--- src/rtl/svfloat_mul_stream.sv ---
// Valid/ready streaming wrapper around the stall-free svfloat_mul multiplier.
// Occupancy credits reserve an output FIFO slot per accepted op, so backpressure never drops a product.

package svfloat;
  typedef struct packed {
    logic        sign;
    logic [7:0]  exponent;
    logic [22:0] mantissa;
  } float32;
endpackage

// Single-precision multiplier, round-to-nearest-even, subnormals flushed to zero.
module svfloat_mul #(
  parameter type float        = svfloat::float32,
  parameter int  plr_pre_mul  = 0,
  parameter int  plr_post_mul = 0
) (
  input  logic                    clk,
  input  logic [$bits(float)-1:0] lhs,
  input  logic [$bits(float)-1:0] rhs,
  output logic [$bits(float)-1:0] res
);
  logic [31:0]       w_a, w_b, w_p;
  logic              w_sign, w_a_zero, w_b_zero, w_a_inf, w_b_inf, w_a_nan, w_b_nan;
  logic [47:0]       w_prod;
  logic [22:0]       w_frac;
  logic              w_guard, w_sticky;
  logic [23:0]       w_frac_rnd;
  logic signed [9:0] w_exp, w_exp_rnd;

  if ($bits(float) != 32) begin : g_bad_float
    $error("svfloat_mul supports 32-bit floats only");
  end

  if (plr_pre_mul != 0) begin : g_pre
    logic [31:0] r_a, r_b;
    always_ff @(posedge clk) begin
      r_a <= lhs;
      r_b <= rhs;
    end
    assign w_a = r_a;
    assign w_b = r_b;
  end else begin : g_no_pre
    assign w_a = lhs;
    assign w_b = rhs;
  end

  always_comb begin
    w_sign   = w_a[31] ^ w_b[31];
    w_a_zero = (w_a[30:23] == 8'd0);
    w_b_zero = (w_b[30:23] == 8'd0);
    w_a_inf  = (&w_a[30:23]) && (w_a[22:0] == 23'd0);
    w_b_inf  = (&w_b[30:23]) && (w_b[22:0] == 23'd0);
    w_a_nan  = (&w_a[30:23]) && (|w_a[22:0]);
    w_b_nan  = (&w_b[30:23]) && (|w_b[22:0]);
    w_prod   = 48'({1'b1, w_a[22:0]}) * 48'({1'b1, w_b[22:0]});
    // Product of two [1,2) significands lies in [1,4): bit 47 selects the normalisation shift.
    if (w_prod[47]) begin
      w_frac   = w_prod[46:24];
      w_guard  = w_prod[23];
      w_sticky = |w_prod[22:0];
    end else begin
      w_frac   = w_prod[45:23];
      w_guard  = w_prod[22];
      w_sticky = |w_prod[21:0];
    end
    w_frac_rnd = {1'b0, w_frac} + 24'(w_guard && (w_sticky || w_frac[0]));
    w_exp      = $signed({2'b00, w_a[30:23]}) + $signed({2'b00, w_b[30:23]})
               - 10'sd127 + $signed({9'd0, w_prod[47]});
    w_exp_rnd  = w_exp + $signed({9'd0, w_frac_rnd[23]});
    w_p        = {w_sign, w_exp_rnd[7:0], w_frac_rnd[22:0]};
    if (w_a_nan || w_b_nan || (w_a_inf && w_b_zero) || (w_b_inf && w_a_zero)) begin
      w_p = 32'h7FC0_0000;
    end else if (w_a_inf || w_b_inf) begin
      w_p = {w_sign, 8'hFF, 23'd0};
    end else if (w_a_zero || w_b_zero) begin
      w_p = {w_sign, 31'd0};
    end else if (w_exp_rnd >= 10'sd255) begin
      w_p = {w_sign, 8'hFF, 23'd0};
    end else if (w_exp_rnd <= 10'sd0) begin
      w_p = {w_sign, 31'd0};
    end
  end

  if (plr_post_mul != 0) begin : g_post
    logic [31:0] r_p;
    always_ff @(posedge clk) begin
      r_p <= w_p;
    end
    assign res = r_p;
  end else begin : g_no_post
    assign res = w_p;
  end

  if (plr_pre_mul == 0 && plr_post_mul == 0) begin : g_comb_only
    logic w_unused_clk;
    assign w_unused_clk = clk;
  end
endmodule

module svfloat_mul_stream #(
  parameter type float        = svfloat::float32,
  parameter int  plr_pre_mul  = 0,
  parameter int  plr_post_mul = 0,
  parameter int  TAG_W        = 4,
  parameter int  DEPTH        = 4
) (
  input  logic                    clk,
  input  logic                    rst,
  input  logic                    in_valid,
  output logic                    in_ready,
  input  logic [$bits(float)-1:0] in_lhs,
  input  logic [$bits(float)-1:0] in_rhs,
  input  logic [TAG_W-1:0]        in_tag,
  output logic                    out_valid,
  input  logic                    out_ready,
  output logic [$bits(float)-1:0] out_res,
  output logic [TAG_W-1:0]        out_tag
);
  localparam int L     = plr_pre_mul + plr_post_mul;
  localparam int FW    = $bits(float);
  localparam int OCC_W = $clog2(DEPTH + 1);
  localparam int PTR_W = (DEPTH > 1) ? $clog2(DEPTH) : 1;

  if (DEPTH < L + 2) begin : g_bad_depth
    $error("svfloat_mul_stream: DEPTH must be at least pipeline latency + 2");
  end
  if (TAG_W < 1) begin : g_bad_tag
    $error("svfloat_mul_stream: TAG_W must be at least 1");
  end

  logic             w_accept, w_pop, w_push;
  logic [TAG_W-1:0] w_push_tag;
  logic [FW-1:0]    w_mul_res;
  logic [PTR_W-1:0] r_wr_ptr, r_rd_ptr, w_wr_ptr_inc, w_rd_ptr_inc;
  logic [OCC_W-1:0] r_count, r_occ;
  logic [FW-1:0]    r_mem_res [DEPTH];
  logic [TAG_W-1:0] r_mem_tag [DEPTH];
  logic [FW-1:0]    r_out_res;
  logic [TAG_W-1:0] r_out_tag;

  assign in_ready  = !rst && (r_occ < OCC_W'(DEPTH));
  assign out_valid = !rst && (r_count != '0);
  assign w_accept  = in_valid && in_ready;
  assign w_pop     = out_valid && out_ready;
  assign out_res   = r_out_res;
  assign out_tag   = r_out_tag;

  svfloat_mul #(
    .float       (float),
    .plr_pre_mul (plr_pre_mul),
    .plr_post_mul(plr_post_mul)
  ) u_mul (
    .clk(clk),
    .lhs(in_lhs),
    .rhs(in_rhs),
    .res(w_mul_res)
  );

  // {valid, tag} travels alongside the multiplier pipeline and is never stalled.
  if (L == 0) begin : g_no_sr
    assign w_push     = w_accept;
    assign w_push_tag = in_tag;
  end else begin : g_sr
    logic [L-1:0]     r_sr_valid;
    logic [TAG_W-1:0] r_sr_tag [L];
    always_ff @(posedge clk) begin
      if (rst) begin
        r_sr_valid <= '0;
      end else begin
        r_sr_valid[0] <= w_accept;
        for (int i = 1; i < L; i++) begin
          r_sr_valid[i] <= r_sr_valid[i-1];
        end
      end
      r_sr_tag[0] <= in_tag;
      for (int i = 1; i < L; i++) begin
        r_sr_tag[i] <= r_sr_tag[i-1];
      end
    end
    assign w_push     = r_sr_valid[L-1];
    assign w_push_tag = r_sr_tag[L-1];
  end

  assign w_wr_ptr_inc = (r_wr_ptr == PTR_W'(DEPTH - 1)) ? '0 : r_wr_ptr + PTR_W'(1);
  assign w_rd_ptr_inc = (r_rd_ptr == PTR_W'(DEPTH - 1)) ? '0 : r_rd_ptr + PTR_W'(1);

  always_ff @(posedge clk) begin
    if (w_push) begin
      r_mem_res[r_wr_ptr] <= w_mul_res;
      r_mem_tag[r_wr_ptr] <= w_push_tag;
    end
  end

  // Output register holds the head entry; it loads the incoming product when the FIFO would otherwise be empty.
  always_ff @(posedge clk) begin
    if (w_push && ((r_count - OCC_W'(w_pop)) == '0)) begin
      r_out_res <= w_mul_res;
      r_out_tag <= w_push_tag;
    end else if (w_pop) begin
      r_out_res <= r_mem_res[w_rd_ptr_inc];
      r_out_tag <= r_mem_tag[w_rd_ptr_inc];
    end
  end

  always_ff @(posedge clk) begin
    if (rst) begin
      r_wr_ptr <= '0;
      r_rd_ptr <= '0;
      r_count  <= '0;
      r_occ    <= '0;
    end else begin
      if (w_push) r_wr_ptr <= w_wr_ptr_inc;
      if (w_pop)  r_rd_ptr <= w_rd_ptr_inc;
      case ({w_push, w_pop})
        2'b10:   r_count <= r_count + OCC_W'(1);
        2'b01:   r_count <= r_count - OCC_W'(1);
        default: r_count <= r_count;
      endcase
      case ({w_accept, w_pop})
        2'b10:   r_occ <= r_occ + OCC_W'(1);
        2'b01:   r_occ <= r_occ - OCC_W'(1);
        default: r_occ <= r_occ;
      endcase
    end
  end

  a_no_overflow: assert property (@(posedge clk) disable iff (rst)
    !(w_push && !w_pop && (r_count == OCC_W'(DEPTH))));
endmodule

--- config.mk ---
export PLATFORM = sky130hd
export DESIGN_NAME = svfloat_mul_stream
export DESIGN_NICKNAME = d
export VERILOG_FILES = /design/src/rtl/svfloat_mul_stream.sv
export SDC_FILE = /design/constraint.sdc
export NUM_CORES = 2
export LEC_CHECK = 0
export CAP_MARGIN = 15
export CELL_PAD_IN_SITES_DETAIL_PLACEMENT = 1
export CELL_PAD_IN_SITES_GLOBAL_PLACEMENT = 2
export CORE_ASPECT_RATIO = 0.75
export CORE_MARGIN = 2
export CORE_UTILIZATION = 38
export CTS_CLUSTER_SIZE = 40
export DETAILED_ROUTE_END_ITERATION = 12
export MAX_ROUTING_LAYER = met4
export PLACE_DENSITY = 0.88
export RECOVER_POWER = 25
export SLEW_MARGIN = 10
export SYNTH_ARGS = -nofsm -noshare
export SYNTH_HDL_FRONTEND = slang
export SYNTH_SLANG_ARGS = --single-unit
--- constraint.sdc ---
create_clock -name clk -period 13.01 [get_ports clk]
set_clock_uncertainty 0.05 [all_clocks]
set_input_delay 3.903 -clock clk [delete_from_list [all_inputs] [get_ports clk]]
set_output_delay 3.903 -clock clk [all_outputs]
set_load 0.01 [all_outputs]
* Yosys cells after proc, flatten, opt, wreduce, memory -nomap -nowiden *
Memory sizes are Yosys's and may differ from the RTL's.
Index checks and enable logic that the tools add are counted.

cells by class
  $add $sub $neg = 12
  multiply operators = 1
  $lt $le $gt $ge = 3
  equality and inequality tests = 4
  mux-type cells = 18
  bitwise logic cells = 1
  reduce and logical (&&, ||, !) cells = 33

operator list
  operator                                                             count
  two-way mux 31 bit                                                   4
  two-way mux 32 bit                                                   3
  OR reduction 23 bit                                                  3
  multiplier 24 x 24 -> 48 bit                                         1
  zero test 23 bit                                                     2
  adder 23 x 1 -> 24 bit                                               1
  two-way mux 23 bit                                                   1
  OR reduction 22 bit                                                  1
  adder 10 x 2 -> 10 bit                                               2
  zero test 8 bit                                                      2
  AND reduction 8 bit                                                  2
  logical AND 1 bit                                                    12
  one-hot mux 3 bit (2 select lines)                                   2
  greater-or-equal comparator 10 x 9 -> 1 bit (second input constant)  1
  <= comparator 10 x 1 -> 1 bit (second input constant)                1
  subtractor 10 x 8 -> 10 bit (second input constant)                  1
  adder 8 x 8 -> 9 bit                                                 1
  two-way mux 4 bit                                                    2
  adder 3 x 1 -> 3 bit (second input constant)                         2
  equality test 2 bit (second input constant)                          3
  logical OR 1 bit                                                     6
  subtractor 3 x 1 -> 3 bit (second input constant)                    2
  adder 2 x 1 -> 2 bit (second input constant)                         2
  two-way mux 1 bit                                                    4
  9 further kinds                                                      11

word-level totals
  register bits = 46
  RAM bits = 144
  bits of input ports = 72
  output and inout port bits = 38
  word-level logic and storage cells = 80
  memories = 2

memory list
  name       depth  bits a word  read ports  clocked after memory_dff  wr ports  RTL line  RTL
  r_mem_res  4      32           1           0                         1         137       logic [FW-1:0] r_mem_res [DEPTH];
  r_mem_tag  4      4            1           0                         1         138       logic [TAG_W-1:0] r_mem_tag [DEPTH];

* Logic depth before layout (Yosys ltp) *
  word-level depth = 14
  gate-level depth with buffers = 47
  depth with buffers taken out = 42

* Modules after synthesis *
From an unflattened synthesis, not the netlist that was laid out.

second synthesis, totals
  cell total of the unflattened synthesis = 2910
  area total of the unflattened synthesis = 28820.1 µm²

by module, submodules not included
  module              instances  cells an instance  area an instance (µm²)  seq. area each (µm²)
  svfloat_mul         1          2579               21366.7                 0.0
  svfloat_mul_stream  1          331                7453.4                  5605.4

* Worst setup path before layout *
OpenSTA, ideal clock, no wires.

  kind = input port to flip-flop
  start point = input in_rhs[12]
  end point = memory r_mem_res[0][15] (netlist bit) (data pin)
  setup time = 0.203 ns
  data arrival time = 13.601 ns
  required time = 12.757 ns
  setup slack = -0.844 ns
  stages on the path = 41
  buffers on the path = 6
  path through = clkbuf_1 clkbuf_1 nand2_1 fa_1 inv_1 fa_1 inv_1 fa_1 fa_1 inv_1 fa_1 fa_1 inv_1 fa_1 inv_1 ha_1 clkbuf_1 a21oi_1 [... 5 more ...] buf_2 nor3_2 o21ai_2 nor4_2 nand3_1 nor3_1 ha_1 inv_1 fa_1 nor2_1 and3_1 nand3_1 a21o_1 a21oi_1 nand3_1 clkbuf_1 clkbuf_1 nor3_1

on the way
  cells in the longest elaborated chain, start to end = 13
  elaborated cells on any way between the ends = 27
  those cells by class = add/sub: 3; mul: 1; order compare: 2; mux: 8; reduce/logical: 13

RTL lines
  item                                                        RTL line  RTL
  start: declaration                                          113       input logic [$bits(float)-1:0] in_rhs,
  multiplier 24 x 24 -> 48 bit                                56        w_prod = 48'({1'b1, w_a[22:0]}) * 48'({1'b1, w_b[22:0]});
  OR reduction 23 bit or OR reduction 22 bit (tied branches)  61, 65
  two-way mux 1 bit                                           58        if (w_prod[47]) begin
  logical OR 1 bit                                            67        w_frac_rnd = {1'b0, w_frac} + 24'(w_guard && (w_sticky || w_frac[0]));
  logical AND 1 bit                                           67
  adder 23 x 1 -> 24 bit                                      67
  adder 10 x 2 -> 10 bit                                      70        w_exp_rnd = w_exp + $signed({9'd0, w_frac_rnd[23]});
  <= comparator 10 x 1 -> 1 bit                               80        end else if (w_exp_rnd <= 10'sd0) begin
  two-way mux 31 bit                                          80
  two-way mux 31 bit                                          78        end else if (w_exp_rnd >= 10'sd255) begin
  two-way mux 31 bit                                          76        end else if (w_a_zero || w_b_zero) begin
  two-way mux 31 bit                                          74        end else if (w_a_inf || w_b_inf) begin
  two-way mux 32 bit *                                        72        if (w_a_nan || w_b_nan || (w_a_inf && w_b_zero) || (w_b_inf && w_a_zero)) begin
  via u_mul.res[15]                                           21        output logic [$bits(float)-1:0] res
  end: declaration                                            137

Mark *: on every way through the listed nets, which the timed path passes. The rest lies on a longest branch.

* Worst setup path in the final report *
  start point = input in_lhs[17]
  end point = register r_out_res[11], in the netlist out_res[11] (data pin)

on the way
  cells in the longest elaborated chain, start to end = 14
  elaborated cells on any way between the ends = 28
  those cells by class = add/sub: 3; mul: 1; order compare: 2; mux: 9; reduce/logical: 13

RTL lines
  item                                                        RTL line  RTL
  start: declaration                                          112       input logic [$bits(float)-1:0] in_lhs,
  multiplier 24 x 24 -> 48 bit                                56
  OR reduction 23 bit or OR reduction 22 bit (tied branches)  61, 65
  two-way mux 1 bit                                           58
  logical OR 1 bit                                            67
  logical AND 1 bit                                           67
  adder 23 x 1 -> 24 bit                                      67
  adder 10 x 2 -> 10 bit                                      70
  <= comparator 10 x 1 -> 1 bit                               80
  two-way mux 31 bit                                          80
  two-way mux 31 bit                                          78
  two-way mux 31 bit                                          76
  two-way mux 31 bit                                          74
  two-way mux 32 bit *                                        72
  via u_mul.res[11]                                           21
  two-way mux 32 bit *                                        197       if (w_push && ((r_count - OCC_W'(w_pop)) == '0)) begin
  end signal: assignment                                      198       r_out_res <= w_mul_res;
  end signal: assignment                                      201       r_out_res <= r_mem_res[w_rd_ptr_inc];
  end: declaration                                            139       logic [FW-1:0] r_out_res;

Marks and branches as above.
A chain may end at the register's enable or synchronous reset.

==> impl_metrics.toml <==
[status]
status = "complete, but fails checks"
violations = "capacitance limit, slew limit, setup timing"

[logic_synthesis]
yosys.area_share.simple_pct = 15.6
synthesis.area_sq_um = 28800
synth_area_leaders = "fa_1, edfxtp_1, ha_1, inv_1, and2_1"
synth_top_family_by_area = "adder cells"
synth_nets = 3702
synth_xor_area_share_pct = 2.04
ys_seq_area_share_pct = 19.5
netlist.area_leader.share_pct = 33.8
yosysUniqueCellTypes = 89
yosys.area.top_type = "fa_1"
synth_adder_area_share_pct = 42.2
synthMuxAreaShare_pct = 3.81
synthTopCellsByCount = "inv_1, fa_1, nand2_1"
synth_edf_count = 180
synth_compound_area_share_pct = 7.02
dominantRegCellSynth = "edfxtp_1"
ys_warn_count = 0
syn_inst = 2951
synth-seq-cells = 190
synthArstFlopShare_pct = 0
syn_area_per_cell_sq_um = 9.76
synth.most_common_cell = "inv_1"

[clock_tree]
tritoncts = "yes"
clkTransAtPathRegs_ns = 0.09
cts.sinks = 190
cts-root-buf = "clkbuf_16"
cts_hold_buf = 0
htree_levels = 4
cts.path.max_buffers = 2
clk_latency_ns = 0.46
cts_made_buffers = 17

[route]
drc = 0
wirelength_um = 123000
wl_per_cell_um = 26.7
drtPass1Iterations = 5
viasPerCell = 5.71
ant_nets = 0
vias = 26200
drt_iter0_markers = 2479

[setup_path]
max_stage_delay_ns = 0.59
crit_type = "input pin to flip-flop"
crit_path_top_delay_cell = "fa_1"
end_kind = "flip-flop"
crit_fanout = 10
critPathMostFrequentCell = "buf_4"
setup.worst_path.start_class = "input pin"
critPathArrivalTime_ns = 14.12
cp.required_ns = 13.28

[timing]
finalHoldViolCount = 0
finalSetupViolCount = 155
fmax_ghz = 0.0722
fin_ws_ns = -0.839
rsz0062_at_grt = "yes"
worstMarginPinSlew_ns = 2.12
slew_headroom_pct = -41.3
period_share_pct = 106
report.final.slew_viol_count = 74
fin_crit_ns = 13.85

[placement]
hpwl_um = 77200
routabilityCongestion = 0.902
port_buffers = 109
post-place-ws_ns = -1.80

[global_route]
grt_pass1_wl_um = 174000
grt_usage_pct = 30.1
grt_max_degree = 52
grt_pass1_vias = 28500
antenna_found_initial = 8
overflow = 0

[finish]
syn_to_final_growth_pct = 34.6
final_nets = 4344
final_util_pct = 51.6
num-fill-cells = 8173
drive_gt1_share_pct = 30.0

[min_path]
min_path_type = "flip-flop to flip-flop"

[floorplanning]
chipWidth_um = 322
core_sq_um = 75100
io_pins = 110
dieArea_sq_um = 78100
initial_core_util_pct = 38.4
row_count = 87
die_y_um = 242

[flow_run]
drv_cap = 2
-- layout by cell type (no fill, tap or decap), types with 39 or more instances in the layout --
master,instances
and2_1,233
edfxtp_1,180
fa_1,452
nor2_1,84
buf_6,59
buf_12,39
dlygate4sd3_1,41
buf_4,539
nand2_1,348
inv_1,575
a21oi_1,64
ha_1,168
-- worst max-delay path, delay by kind of cell --
kind	cells	cell delay (ns)
compound gates	8	1.40
mux	1	0.25
fa+ha+maj	10	4.56
simple gates	12	2.01
xor+xnor	1	0.17
buf+inv	13	1.83
-- final cells by class --
type                       instances  area (sq um)  area share [%]
antenna                            9          22.5          0.0581
clock buffer                      17           425            1.10
clock inverter                    15           171           0.442
inverter                         609          2300            5.94
multi-input combinational       2013         21900            56.5
sequential                       190          5610            14.5
tap                              979          1220            3.16
timing repair buffer             762          7120            18.4
-- metal layers --
metal | global-route usage [%] | vias to the layer above | wire length, um
met2 | 47.8 | 1621 | 57300
met4 | 8.88 | 0 | 6490
met3 | 6.80 | 556 | 12200
li1 | - | 10600 | -
met5 | - | - | 0
met1 | 38.4 | 13400 | 46900
-- path summary, 6_finish.rpt --
path	slack [ns]	depth (start not counted)	end	start
worst max register to register	9.30	8	out_res[22]	r_count[2]
worst min-delay path	0.48	2	r_occ[1]	r_occ[1]
worst max-delay path	-0.84	45	out_res[11]	in_lhs[17]
worst min register to register	0.48	2	r_occ[1]	r_occ[1]
-- logic make-up (layout without fill, tap and decap cells) --
group,after synthesis,after routing
buffers and inverters,748,1403
multiplexers,62,62
other,0,9
flip-flops,190,190
AND/OR/NAND/NOR,906,906
XOR/XNOR,67,67
adder cells (fa/ha/maj),679,679
AO/OA/AOI/OAI,299,299
-- state kept, by name, indices dropped and copies added (netlist names) --
signal / count
out_tag: 4
r_occ: 3
r_wr_ptr: 2
out_res: 32
r_mem_res: 128
r_mem_tag: 16
r_rd_ptr: 2
r_count: 3
-- per-stage QoR --
| step | TNS (ns) | std cells | hold slack, ns | cell area (sq um) |
|---|---|---|---|---|
| floorplan | 0 | 2951 | 0.403 | 29000 |
| global placement | -171.62 | 4402 | 0.421 | 34800 |
| detailed placement | -221.45 | 4402 | 0.441 | 34800 |
| CTS | -2.27 | 4550 | 0.485 | 37900 |
| global route | -122.06 | 4592 | 0.524 | 38800 |
| finish | -96.32 | 4594 | 0.477 | 38800 |
-- timing repair --
item / 4_1_cts / 5_1_grt
buffers inserted: 94 / 36
cloned: 22 / 1
gates resized for setup: 447 / 166
pin swaps: 126 / 102
endpoints found under the setup margin: 155 / 155
Power is not shown: default switching activity piles up to over one toggle a cycle in this logic, so the estimate is an artifact.
